===== src/rtl/rvm_irq_ctrl_pkg.sv =====
`timescale 1ns/1ps
`default_nettype none
// ============================================================================
// Module  : rvm_irq_ctrl_pkg
// Purpose : Shared constants and types for the machine external interrupt
//           controller: register offsets, source ID width, gateway state
//           encoding and the bus-decode bundle.
// Ports   : none (package)
// Revision: 1.0  initial release
// ============================================================================
package rvm_irq_ctrl_pkg;

  // Byte offsets inside the controller's 16-byte window
  localparam logic [3:0] RVM_IRQ_ADDR_PENDING = 4'h0;
  localparam logic [3:0] RVM_IRQ_ADDR_ENABLE  = 4'h4;
  localparam logic [3:0] RVM_IRQ_ADDR_EDGE    = 4'h8;
  localparam logic [3:0] RVM_IRQ_ADDR_CLAIM   = 4'hC;

  // Source IDs are 5 bits; ID 0 is reserved for "no source"
  localparam int RVM_IRQ_ID_W = 5;

  // Per-source gateway state encoding
  localparam int         GW_STATE_W = 2;
  localparam logic [1:0] GW_IDLE    = 2'd0;
  localparam logic [1:0] GW_PEND    = 2'd1;
  localparam logic [1:0] GW_SERV    = 2'd2;

  // One-hot-ish decode of the current bus access
  typedef struct packed {
    logic rd_pending;
    logic rd_enable;
    logic rd_edge;
    logic rd_claim;
    logic wr_enable;
    logic wr_edge;
    logic wr_complete;
  } bus_dec_t;

  // Source index i reports ID i+1
  function automatic logic [RVM_IRQ_ID_W-1:0] src_to_id(input int unsigned idx);
    return RVM_IRQ_ID_W'(idx + 1);
  endfunction

endpackage
`default_nettype wire


===== src/rtl/rvm_irq_ctrl_gateway.sv =====
`timescale 1ns/1ps
`default_nettype none
// ============================================================================
// Module  : rvm_irq_ctrl_gateway
// Purpose : One interrupt source's gateway: IDLE -> PEND -> SERV -> IDLE,
//           with level/edge trigger selection, rising-edge detect and a
//           one-deep latch for an edge arriving while in service.
// Ports   : clk        core clock
//           reset      synchronous active-high reset
//           line       (synchronised) device interrupt line
//           edge_mode  1 = edge-triggered, 0 = level-triggered
//           claim      a claim read selected this source this cycle
//           complete   a complete write carrying this source's ID
//           pending    source is in PEND
//           in_service source is in SERV
// Revision: 1.0  initial release
// ============================================================================
module rvm_irq_ctrl_gateway
  import rvm_irq_ctrl_pkg::*;
(
  input  logic clk,
  input  logic reset,
  input  logic line,
  input  logic edge_mode,
  input  logic claim,
  input  logic complete,
  output logic pending,
  output logic in_service
);

  logic [GW_STATE_W-1:0] r_state;
  logic [GW_STATE_W-1:0] w_state_next;
  logic                  r_line_q;
  logic                  r_edge_flag;
  logic                  w_flag_next;
  logic                  w_rise;
  logic                  w_trigger;
  logic                  w_flag_set;

  assign w_rise     = line & ~r_line_q;
  assign w_trigger  = edge_mode ? w_rise : line;
  // Only edge sources remember a trigger seen outside IDLE
  assign w_flag_set = edge_mode & w_rise;

  always_comb begin
    w_state_next = r_state;
    w_flag_next  = r_edge_flag;
    case (r_state)
      GW_IDLE: begin
        w_flag_next = 1'b0;
        if (w_trigger) begin
          w_state_next = GW_PEND;
        end
      end
      GW_PEND: begin
        // An edge coinciding with the claim is kept for after completion
        if (claim) begin
          w_state_next = GW_SERV;
          w_flag_next  = w_flag_set;
        end else begin
          w_flag_next  = 1'b0;
        end
      end
      GW_SERV: begin
        if (complete) begin
          w_state_next = (r_edge_flag | w_flag_set) ? GW_PEND : GW_IDLE;
          w_flag_next  = 1'b0;
        end else begin
          w_flag_next  = r_edge_flag | w_flag_set;
        end
      end
      default: begin
        w_state_next = GW_IDLE;
        w_flag_next  = 1'b0;
      end
    endcase
  end

  always_ff @(posedge clk) begin
    if (reset) begin
      r_state     <= GW_IDLE;
      r_line_q    <= 1'b0;
      r_edge_flag <= 1'b0;
    end else begin
      r_state     <= w_state_next;
      r_line_q    <= line;
      r_edge_flag <= w_flag_next;
    end
  end

  assign pending    = (r_state == GW_PEND);
  assign in_service = (r_state == GW_SERV);

endmodule
`default_nettype wire


===== src/rtl/rvm_irq_ctrl.sv =====
`timescale 1ns/1ps
`default_nettype none
// ============================================================================
// Module  : rvm_irq_ctrl
// Purpose : Machine external interrupt controller. Latches NUM_SRC device
//           lines as pending, arbitrates the lowest-index enabled pending
//           source, drives trap_mei, and exposes a claim/complete register
//           interface on the core data bus (fixed one-cycle latency).
// Ports   : clk        core clock
//           reset      synchronous active-high reset
//           irq_src    device interrupt lines [NUM_SRC-1:0]
//           mem_req    bus access request (single-cycle pulse)
//           mem_wen    1 = write, 0 = read
//           mem_addr   byte offset: 0x0 PENDING, 0x4 ENABLE, 0x8 EDGE,
//                      0xC CLAIM (read) / COMPLETE (write)
//           mem_wdata  write data
//           mem_gnt    access-complete pulse, one cycle after mem_req
//           mem_rdata  read data, zero outside the grant cycle
//           trap_mei   some source is enabled, pending and not in service
// Revision: 1.0  initial release
// ============================================================================
module rvm_irq_ctrl
  import rvm_irq_ctrl_pkg::*;
#(
  parameter int NUM_SRC = 8,
  parameter bit SYNC_IN = 1'b1
) (
  input  logic               clk,
  input  logic               reset,
  input  logic [NUM_SRC-1:0] irq_src,
  input  logic               mem_req,
  input  logic               mem_wen,
  input  logic [3:0]         mem_addr,
  input  logic [31:0]        mem_wdata,
  output logic               mem_gnt,
  output logic [31:0]        mem_rdata,
  output logic               trap_mei
);

  logic [NUM_SRC-1:0]      w_line;
  logic [NUM_SRC-1:0]      r_enable;
  logic [NUM_SRC-1:0]      r_edge;
  logic [NUM_SRC-1:0]      w_pending;
  logic [NUM_SRC-1:0]      w_in_service;
  logic [NUM_SRC-1:0]      w_cand;
  logic [NUM_SRC-1:0]      w_claim;
  logic [NUM_SRC-1:0]      w_complete;
  logic                    w_found;
  logic [RVM_IRQ_ID_W-1:0] w_win_id;
  logic [RVM_IRQ_ID_W-1:0] w_cmp_id;
  logic                    w_rd;
  logic                    w_wr;
  bus_dec_t                w_dec;
  logic [31:0]             w_rdata;
  logic                    r_gnt;
  logic [31:0]             r_rdata;
  logic                    r_trap;
  logic                    w_unused_wdata;

  // --------------------------------------------------------------------------
  // Input synchroniser
  // --------------------------------------------------------------------------
  generate
    if (SYNC_IN) begin : g_sync
      logic [NUM_SRC-1:0] r_sync1;
      logic [NUM_SRC-1:0] r_sync2;
      always_ff @(posedge clk) begin
        if (reset) begin
          r_sync1 <= '0;
          r_sync2 <= '0;
        end else begin
          r_sync1 <= irq_src;
          r_sync2 <= r_sync1;
        end
      end
      assign w_line = r_sync2;
    end else begin : g_nosync
      assign w_line = irq_src;
    end
  endgenerate

  // --------------------------------------------------------------------------
  // Bus decode
  // --------------------------------------------------------------------------
  assign w_rd     = mem_req & ~mem_wen;
  assign w_wr     = mem_req &  mem_wen;
  assign w_cmp_id = mem_wdata[RVM_IRQ_ID_W-1:0];
  // Upper write-data bits beyond the implemented sources are don't-care
  assign w_unused_wdata = ^mem_wdata;

  always_comb begin
    w_dec             = '0;
    w_dec.rd_pending  = w_rd && (mem_addr == RVM_IRQ_ADDR_PENDING);
    w_dec.rd_enable   = w_rd && (mem_addr == RVM_IRQ_ADDR_ENABLE);
    w_dec.rd_edge     = w_rd && (mem_addr == RVM_IRQ_ADDR_EDGE);
    w_dec.rd_claim    = w_rd && (mem_addr == RVM_IRQ_ADDR_CLAIM);
    w_dec.wr_enable   = w_wr && (mem_addr == RVM_IRQ_ADDR_ENABLE);
    w_dec.wr_edge     = w_wr && (mem_addr == RVM_IRQ_ADDR_EDGE);
    w_dec.wr_complete = w_wr && (mem_addr == RVM_IRQ_ADDR_CLAIM);
  end

  // --------------------------------------------------------------------------
  // Arbitration: lowest index among enabled, pending, not-in-service
  // --------------------------------------------------------------------------
  assign w_cand = w_pending & r_enable & ~w_in_service;

  always_comb begin
    w_found  = 1'b0;
    w_win_id = '0;
    for (int i = 0; i < NUM_SRC; i++) begin
      if (!w_found && w_cand[i]) begin
        w_found  = 1'b1;
        w_win_id = src_to_id(i);
      end
    end
  end

  // --------------------------------------------------------------------------
  // Per-source gateways. ID 0 and IDs beyond NUM_SRC never match any
  // source, so out-of-range completes fall through with no effect.
  // --------------------------------------------------------------------------
  generate
    for (genvar gi = 0; gi < NUM_SRC; gi++) begin : g_src
      assign w_claim[gi]    = w_dec.rd_claim && w_found && (w_win_id == src_to_id(gi));
      assign w_complete[gi] = w_dec.wr_complete && (w_cmp_id == src_to_id(gi));

      rvm_irq_ctrl_gateway u_gateway (
        .clk        (clk),
        .reset      (reset),
        .line       (w_line[gi]),
        .edge_mode  (r_edge[gi]),
        .claim      (w_claim[gi]),
        .complete   (w_complete[gi]),
        .pending    (w_pending[gi]),
        .in_service (w_in_service[gi])
      );
    end
  endgenerate

  // --------------------------------------------------------------------------
  // ENABLE / EDGE registers
  // --------------------------------------------------------------------------
  always_ff @(posedge clk) begin
    if (reset) begin
      r_enable <= '0;
      r_edge   <= '0;
    end else begin
      if (w_dec.wr_enable) begin
        r_enable <= mem_wdata[NUM_SRC-1:0];
      end
      if (w_dec.wr_edge) begin
        r_edge <= mem_wdata[NUM_SRC-1:0];
      end
    end
  end

  // --------------------------------------------------------------------------
  // Read mux and registered outputs. Unmapped offsets and all writes
  // return zero but still receive a grant.
  // --------------------------------------------------------------------------
  always_comb begin
    w_rdata = '0;
    if (w_dec.rd_pending) begin
      w_rdata[NUM_SRC-1:0] = w_pending;
    end
    if (w_dec.rd_enable) begin
      w_rdata[NUM_SRC-1:0] = r_enable;
    end
    if (w_dec.rd_edge) begin
      w_rdata[NUM_SRC-1:0] = r_edge;
    end
    if (w_dec.rd_claim) begin
      w_rdata[RVM_IRQ_ID_W-1:0] = w_win_id;
    end
  end

  always_ff @(posedge clk) begin
    if (reset) begin
      r_gnt   <= 1'b0;
      r_rdata <= '0;
      r_trap  <= 1'b0;
    end else begin
      r_gnt   <= mem_req;
      r_rdata <= w_rdata;
      r_trap  <= |w_cand;
    end
  end

  assign mem_gnt   = r_gnt;
  assign mem_rdata = r_rdata;
  assign trap_mei  = r_trap;

endmodule
`default_nettype wire

===== config.mk =====
export PLATFORM = sky130hd
export DESIGN_NAME = rvm_irq_ctrl
export DESIGN_NICKNAME = d
export VERILOG_FILES = /design/src/rtl/rvm_irq_ctrl_pkg.sv /design/src/rtl/rvm_irq_ctrl_gateway.sv /design/src/rtl/rvm_irq_ctrl.sv
export SDC_FILE = /design/constraint.sdc
export NUM_CORES = 1
export LEC_CHECK = 0
export ABC_AREA = 0
export BUFFER_PORTS_ARGS = -buffer_cell sky130_fd_sc_hd__buf_2
export CORE_MARGIN = 4
export CORE_UTILIZATION = 55
export CTS_CLUSTER_SIZE = 14
export DETAILED_ROUTE_END_ITERATION = 10
export PLACE_DENSITY = 0.91
export SLEW_MARGIN = 0
export SYNTH_ARGS = -nofsm -noshare
export SYNTH_HDL_FRONTEND = slang
export SYNTH_HIERARCHICAL = 1
export SYNTH_SLANG_ARGS = --single-unit

===== constraint.sdc =====
create_clock -name clk -period 2.8 [get_ports clk]
set_clock_uncertainty 0.1 [all_clocks]
set_input_delay 0.28 -clock clk [delete_from_list [all_inputs] [get_ports clk]]
set_output_delay 0.28 -clock clk [all_outputs]
set_load 0.1 [all_outputs]

# Word-level counts from Yosys, hierarchy flattened
# Index checks and enable logic that the tools add are counted.
[totals] output_inout_bits=34 input_bits=48 regBits=98
[op_classes] reduce_logical=56 n_bitwise=38 eq_ne=59 muxes=92
[op_table] operator="2-bit 2-to-1 mux" count=24
[op_table] operator="2-bit by 1-bit inequality test with 1-bit output, second input constant" count=24
[op_table] operator="2-bit one-hot mux with 3 select lines" count=8
[op_table] operator="1-bit 2-to-1 mux" count=41
[op_table] operator="5-bit by 3-bit equality test with 1-bit output, second input constant" count=8
[op_table] operator="5-bit 2-to-1 mux" count=8
[op_table] operator="1-bit logical AND" count=31
[op_table] operator="8-bit 2-to-1 mux" count=3
[op_table] operator="3-bit AND reduction" count=8
[op_table] operator="5-bit by 2-bit equality test with 1-bit output, second input constant" count=4
[op_table] operator="1-bit AND" count=18
[op_table] operator="8-bit AND" count=2
[op_table] operator="2-bit by 1-bit equality test with 1-bit output, second input constant" count=8
[op_table] operator="2-bit equality test, second input constant" count=8
[op_table] operator="2-bit logical NOT" count=8
[op_table] operator="1-bit one-hot mux with 2 select lines" count=8
[op_table] operator="5-bit by 1-bit equality test with 1-bit output, second input constant" count=2
[op_table] operator="5-bit by 4-bit equality test with 1-bit output, second input constant" count=2
[op_table] operator="1-bit inverter" count=9
[op_table] operator="4-bit equality test, second input constant" count=2
[op_table] operator="8-bit inverter" count=1
[op_table] operator="1-bit bitwise OR" count=8
[op_table] operator="8-bit OR reduction" count=1
[op_table] operator="1-bit logical NOT" count=7
[op_table] operator="2 further kinds" count=2

# Depth between registers and ports, before layout
[logic_depth] ltp_word=29 depth_mapped=10 ltp_nobuf=9

# Cells and area by module
# Netlist, hierarchy kept.
[by_module_without_submodules] mod="rvm_irq_ctrl" instances=1 area_per_inst_um2=2023.2 cells_per_inst=228
[by_module_without_submodules] mod="rvm_irq_ctrl_gateway at g_src[0].u_gateway ..." instances=6 area_per_inst_um2=281.5 cells_per_inst=28
[by_module_without_submodules] mod="rvm_irq_ctrl_gateway at g_src[6].u_gateway ..." instances=2 area_per_inst_um2=294.0 cells_per_inst=29

# Least setup slack after synthesis
# Ideal clock, no wire load.
[synth_path] path_type="register to register" start="register g_src[0].u_gateway.r_state[1]" end="register g_src[4].u_gateway.r_state[0]" path_slack_ps=351 path_stages_with_launch=10 t_arrival_ps=2278 required_time_ps=2628 n_path_buf=1 setup_time_ps=72 synth_period_minus_slack_ps=2449 path_cell_list="dfxtp_1 > inv_1 > ha_1 > and3b_1 > or3_1 > buf_6 > nor4_2 > inv_1 > a221oi_4 > mux2i_1"
[synth_via] elab_chain_cells=29 elab_cells_between_ends=40 cone_classes="4 x eq/ne; 16 x mux; 3 x bitwise; 17 x reduce/logical"
[synth_rtl] item="start, declared" line="rvm_irq_ctrl_gateway.sv:31" source="logic [GW_STATE_W-1:0] r_state;"
[synth_rtl] item="start signal, assigned" line="rvm_irq_ctrl_gateway.sv:85" source="r_state <= w_state_next;"
[synth_rtl] item="2-bit by 1-bit equality test with 1-bit output (*)" line="rvm_irq_ctrl_gateway.sv:91" source="assign pending = (r_state == GW_PEND);"
[synth_rtl] item="net w_pending[0]" line="rvm_irq_ctrl.sv:43" source="logic [NUM_SRC-1:0] w_pending;"
[synth_rtl] item="8-bit AND (*) (2 in series)" line="rvm_irq_ctrl.sv:105" source="assign w_cand = w_pending & r_enable & ~w_in_service;"
[synth_rtl] item="1-bit 2-to-1 mux" line="rvm_irq_ctrl.sv:111" source="if (!w_found && w_cand[i]) begin"
[synth_rtl] item="1-bit logical NOT" line="rvm_irq_ctrl.sv:111"
[synth_rtl] item="1-bit logical AND" line="rvm_irq_ctrl.sv:111"
[synth_rtl] item="1-bit 2-to-1 mux" line="rvm_irq_ctrl.sv:111"
[synth_rtl] item="1-bit logical NOT" line="rvm_irq_ctrl.sv:111"
[synth_rtl] item="[14 not listed]"
[synth_rtl] item="1-bit logical NOT" line="rvm_irq_ctrl.sv:111"
[synth_rtl] item="1-bit logical AND" line="rvm_irq_ctrl.sv:111"
[synth_rtl] item="5-bit 2-to-1 mux / 1-bit 2-to-1 mux (equally long branches)" line="rvm_irq_ctrl.sv:111"
[synth_rtl] item="5-bit by 3-bit equality test with 1-bit output / 1-bit logical AND (equally long branches)" line="rvm_irq_ctrl.sv:124" source="assign w_claim[gi] = w_dec.rd_claim && w_found && (w_win_id == src_to_id(gi));"
[synth_rtl] item="1-bit logical AND (*)" line="rvm_irq_ctrl.sv:124"
[synth_rtl] item="net w_claim[4]" line="rvm_irq_ctrl.sv:46" source="logic [NUM_SRC-1:0] w_claim;"
[synth_rtl] item="2-bit by 1-bit inequality test with 1-bit output (no line) (*)"
[synth_rtl] item="3-bit AND reduction (no line) (*)"
[synth_rtl] item="end signal, assigned" line="rvm_irq_ctrl_gateway.sv:85"
[synth_rtl] item="end, declared" line="rvm_irq_ctrl_gateway.sv:31"
# Mark *: on every way through the listed nets, which the timed path passes. The rest lies on a longest branch.
# A chain may end at the register's enable or synchronous reset.

# Final worst setup path
# Ends and elaborated chain as after synthesis.

==> key figures <==
Power and ir drop
  – Power, Total: 0.00318 W
  – Worst vdd ir: between 0.4 and 0.5 mV
  – Leakage: ~2.0 nW
  – Pwr Density: around 670 nW/µm²

Drt
  – Post-Route WL: 9620 µm
  – DR DRC count: 0
  – Detailed-route via count: 3385
  – Drt via density: 5.69
  – 1st-pass router iterations: 5
  – Drt initial violations: roughly 370
  – Number of antenna-violating nets in the routed design: 0
  – Mean routed wirelength per cell: 16.2 µm

Floorplanning
  – Initial Util: 58.0%
  – Die X: 96.4 µm
  – Die height: ~96 µm
  – Full die area: 9300 µm²
  – Core Region: around 7400 µm²
  – IO Pins: 82
  – Rows: 31

Placed design
  – DP Cell Count: ~580
  – Final HPWL DP: 6780 µm
  – Number of port buffers: 33
  – GPL Wtd Cong: about 0.86
  – Area post-placement: approximately 4500 µm²

Cells and area
  – Commonest non-fill, non-tap cell in the layout: dfxtp_1
  – Most frequent cells in the layout: 74 x dfxtp_1, 35 x nor2b_1, 34 x nand2b_1, 34 x ha_1, 33 x buf_2
  – Final #Nets: 573
  – # diodes: 0
  – Fraction of layout cells with a size suffix above 1: 14.7%
  – Post-route cell area: ~4800 µm²
  – Fill cells: 592
  – Final Non-Filler Cells: 595
  – Syn-to-layout area delta: 10.5%

Logic synthesis
  – Mean Syn Cell Area: between 9 and 10 µm²
  – Post-synthesis xor/xnor area fraction: 0%
  – Post-synthesis mux area share: 7.22%
  – Post-Synth Simple-Gate Area: 25.2%
  – Largest family of logic cells by synthesized area: simple AND/OR/NAND/NOR gates
  – Adder and majority gate portion of the synthesized area: 9.89%
  – Synth top area cells: dfxtp_1 34%, ha_1 9.9%, mux2i_1 7.2%
  – Netlist Area Pre-Place: 4300 µm²
  – Top cell type's share of synthesized area: 34.4%
  – Netlist cell types: 44
  – Synthesized instance count: 454
  – Sequential area share after synthesis: approximately 34%
  – Ys Warns: 6
  – Synth Flop Type: dfxtp_1
  – Yosys top cell by area: dfxtp_1
  – Asr flop ratio synth: 0%
  – EDFF count, synth: 0
  – FF+latch count, synth: 74
  – Compound-Gate Fraction of Synth Area: 15.4%

CTS
  – CTS tree: done
  – Worst-path clk slew: approximately 0.080 ns
  – Post-CTS Hold Buffers: 0
  – Clock buffer depth: 2
  – CTS sink cnt: 74
  – H-tree Lvls: 3
  – CTS buffer count: 9
  – Post-cts sizing count: 0
  – Latest clock arrival within the worst-skew pair: 0.36 ns
  – Root Driver: clkbuf_8
  – Setup bufs post-CTS: 0

Setup path
  – Required time of the worst setup path: a little under 3 ns
  – Crit Path Class: register to register
  – WP data arrival: between 2 and 3 ns
  – Bufs and invs on worst path: 2
  – CP peak stage delay: 0.47 ns
  – CP endpoint kind: register
  – CP max-delay cell: or3_4
  – CP Max Fanout: 6
  – CP cell instances: inv_1 > ha_1 > and3b_1 > or3_4 > nor4_4 > inv_1 > a221oi_4 > mux2i_1
  – Top cell by count, worst path: inv_1
  – Delay-heaviest family, CP: simple AND/OR/NAND/NOR gates
  – Startpoint Class: register

STA
  – Tcrit/Tclk final: 92.8%
  – Fmax: 0.385 GHz
  – Max-slew violation count: 0
  – Final count of hold timing violations: 0
  – Slew Limit Headroom: 50.0%
  – Hold Worst Slack: 0.0216 ns
  – Pin slew with the least headroom to its limit: 0.751 ns
  – Final setup vio count: 0
  – Fin Setup TNS: 0 ns
  – Crit path time final: between 2 and 3 ns
  – RSZ-0062 raised after global routing: no

Global route
  – Vias in the first global route: 3270
  – Global-route usage over all layers: 21.9%
  – Total gr overflow: 0
  – First-pass GRT wire length: around 16000 µm
  – Largest net degree at the start of global routing: 49
  – Initial antenna violation count: 0

Hold path
  – Hold WC Path Type: input pin to register

Run status
  – Status: complete, no violations

Job
  – Max-cap violations: 0
[path summary, 6_finish.rpt]
check	to	slack (ns)	start	cells past startpoint
worst max-delay path	g_src[4].u_gateway/r_state[0]	0.20	g_src[0].u_gateway/r_state[1]	8
worst min-delay path	g_sync.r_sync1[5]	0.02	irq_src[5]	2
worst max register to register	g_src[4].u_gateway/r_state[0]	0.20	g_src[0].u_gateway/r_state[1]	8
worst min register to register	g_sync.r_sync2[1]	0.34	g_sync.r_sync1[1]	1
[where the power goes]
group / switching (W) / total [W] / leakage, nW / internal (W)
logic: 0.000587 / 0.000996 / 1.27 / 0.000409
clock network: 0.000402 / 0.000975 / 0.119 / 0.000573
registers: 0.0000800 / 0.00121 / 0.602 / 0.00113
total: 0.00107 / 0.00318 / 1.99 / 0.00211
[state kept, by name, summed over array words and instances, names as in the netlist]
signal,cells
g_src.u_gateway/r_state,16
g_sync.r_sync2,8
g_src.u_gateway/r_edge_flag,8
mem_rdata,8
g_src.u_gateway/r_line_q,8
mem_gnt,1
g_sync.r_sync1,8
r_edge,8
trap_mei,1
r_enable,8
[per-stage QoR]
step / utilization [%] / worst slack (ns)
finish: 64.2 / 0.203
global route: 64.2 / 0.0338
CTS: 63.9 / 0.0774
detailed placement: 60.7 / 0.115
global placement: 60.7 / 0.154
floorplan: - / 0.351
[layout make-up]
cell class | instances | area (µm²) | area share [%]
flip-flops and latches | 74 | 1480 | 31.2
repair buffers | 40 | 218 | 4.58
clock inverters | 4 | 72.6 | 1.53
clock buffers | 12 | 165 | 3.47
well taps | 99 | 124 | 2.61
multi-input cells | 341 | 2600 | 54.7
inverters | 25 | 93.8 | 1.97
[per-layer routing]
layer | GRT usage [%] | share of wire (%) | vias up
met5 | 0 | 0 | -
met4 | 10.7 | 2.9 | 0
met3 | 3.95 | 6.1 | 29
met2 | 37.6 | 50 | 146
met1 | 26.3 | 41 | 1602
li1 | - | - | 1608
[synthesized netlist by cell type, types with 3 or more instances]
cell       n
nand3b_1  10
clkbuf_1  10
buf_4     24
a221oi_4   8
and3b_1   11
nor3_1     4
nor3b_1    4
o21ai_1    6
nor2_1    25
o21ai_0    3
inv_1     25
a21bo_1    8
nor2b_1   35
nand4b_1   8
a21oi_1   32
nor4b_1    4
a211o_1    8
nand2b_1  34
mux2i_1   31
nand2_1   14
ha_1      34
dfxtp_1   74
nand3_1   17
[cell families (layout without fill, tap and decap cells)]
family / count (synthesis) / after routing
multiplexers: 31 / 31
AO/OA/AOI/OAI: 76 / 76
adder cells (fa/ha/maj): 34 / 34
other: 1 / 24
buffers and inverters: 62 / 81
AND/OR/NAND/NOR: 176 / 176
flip-flops: 74 / 74
(Power assumes the default switching activity.)
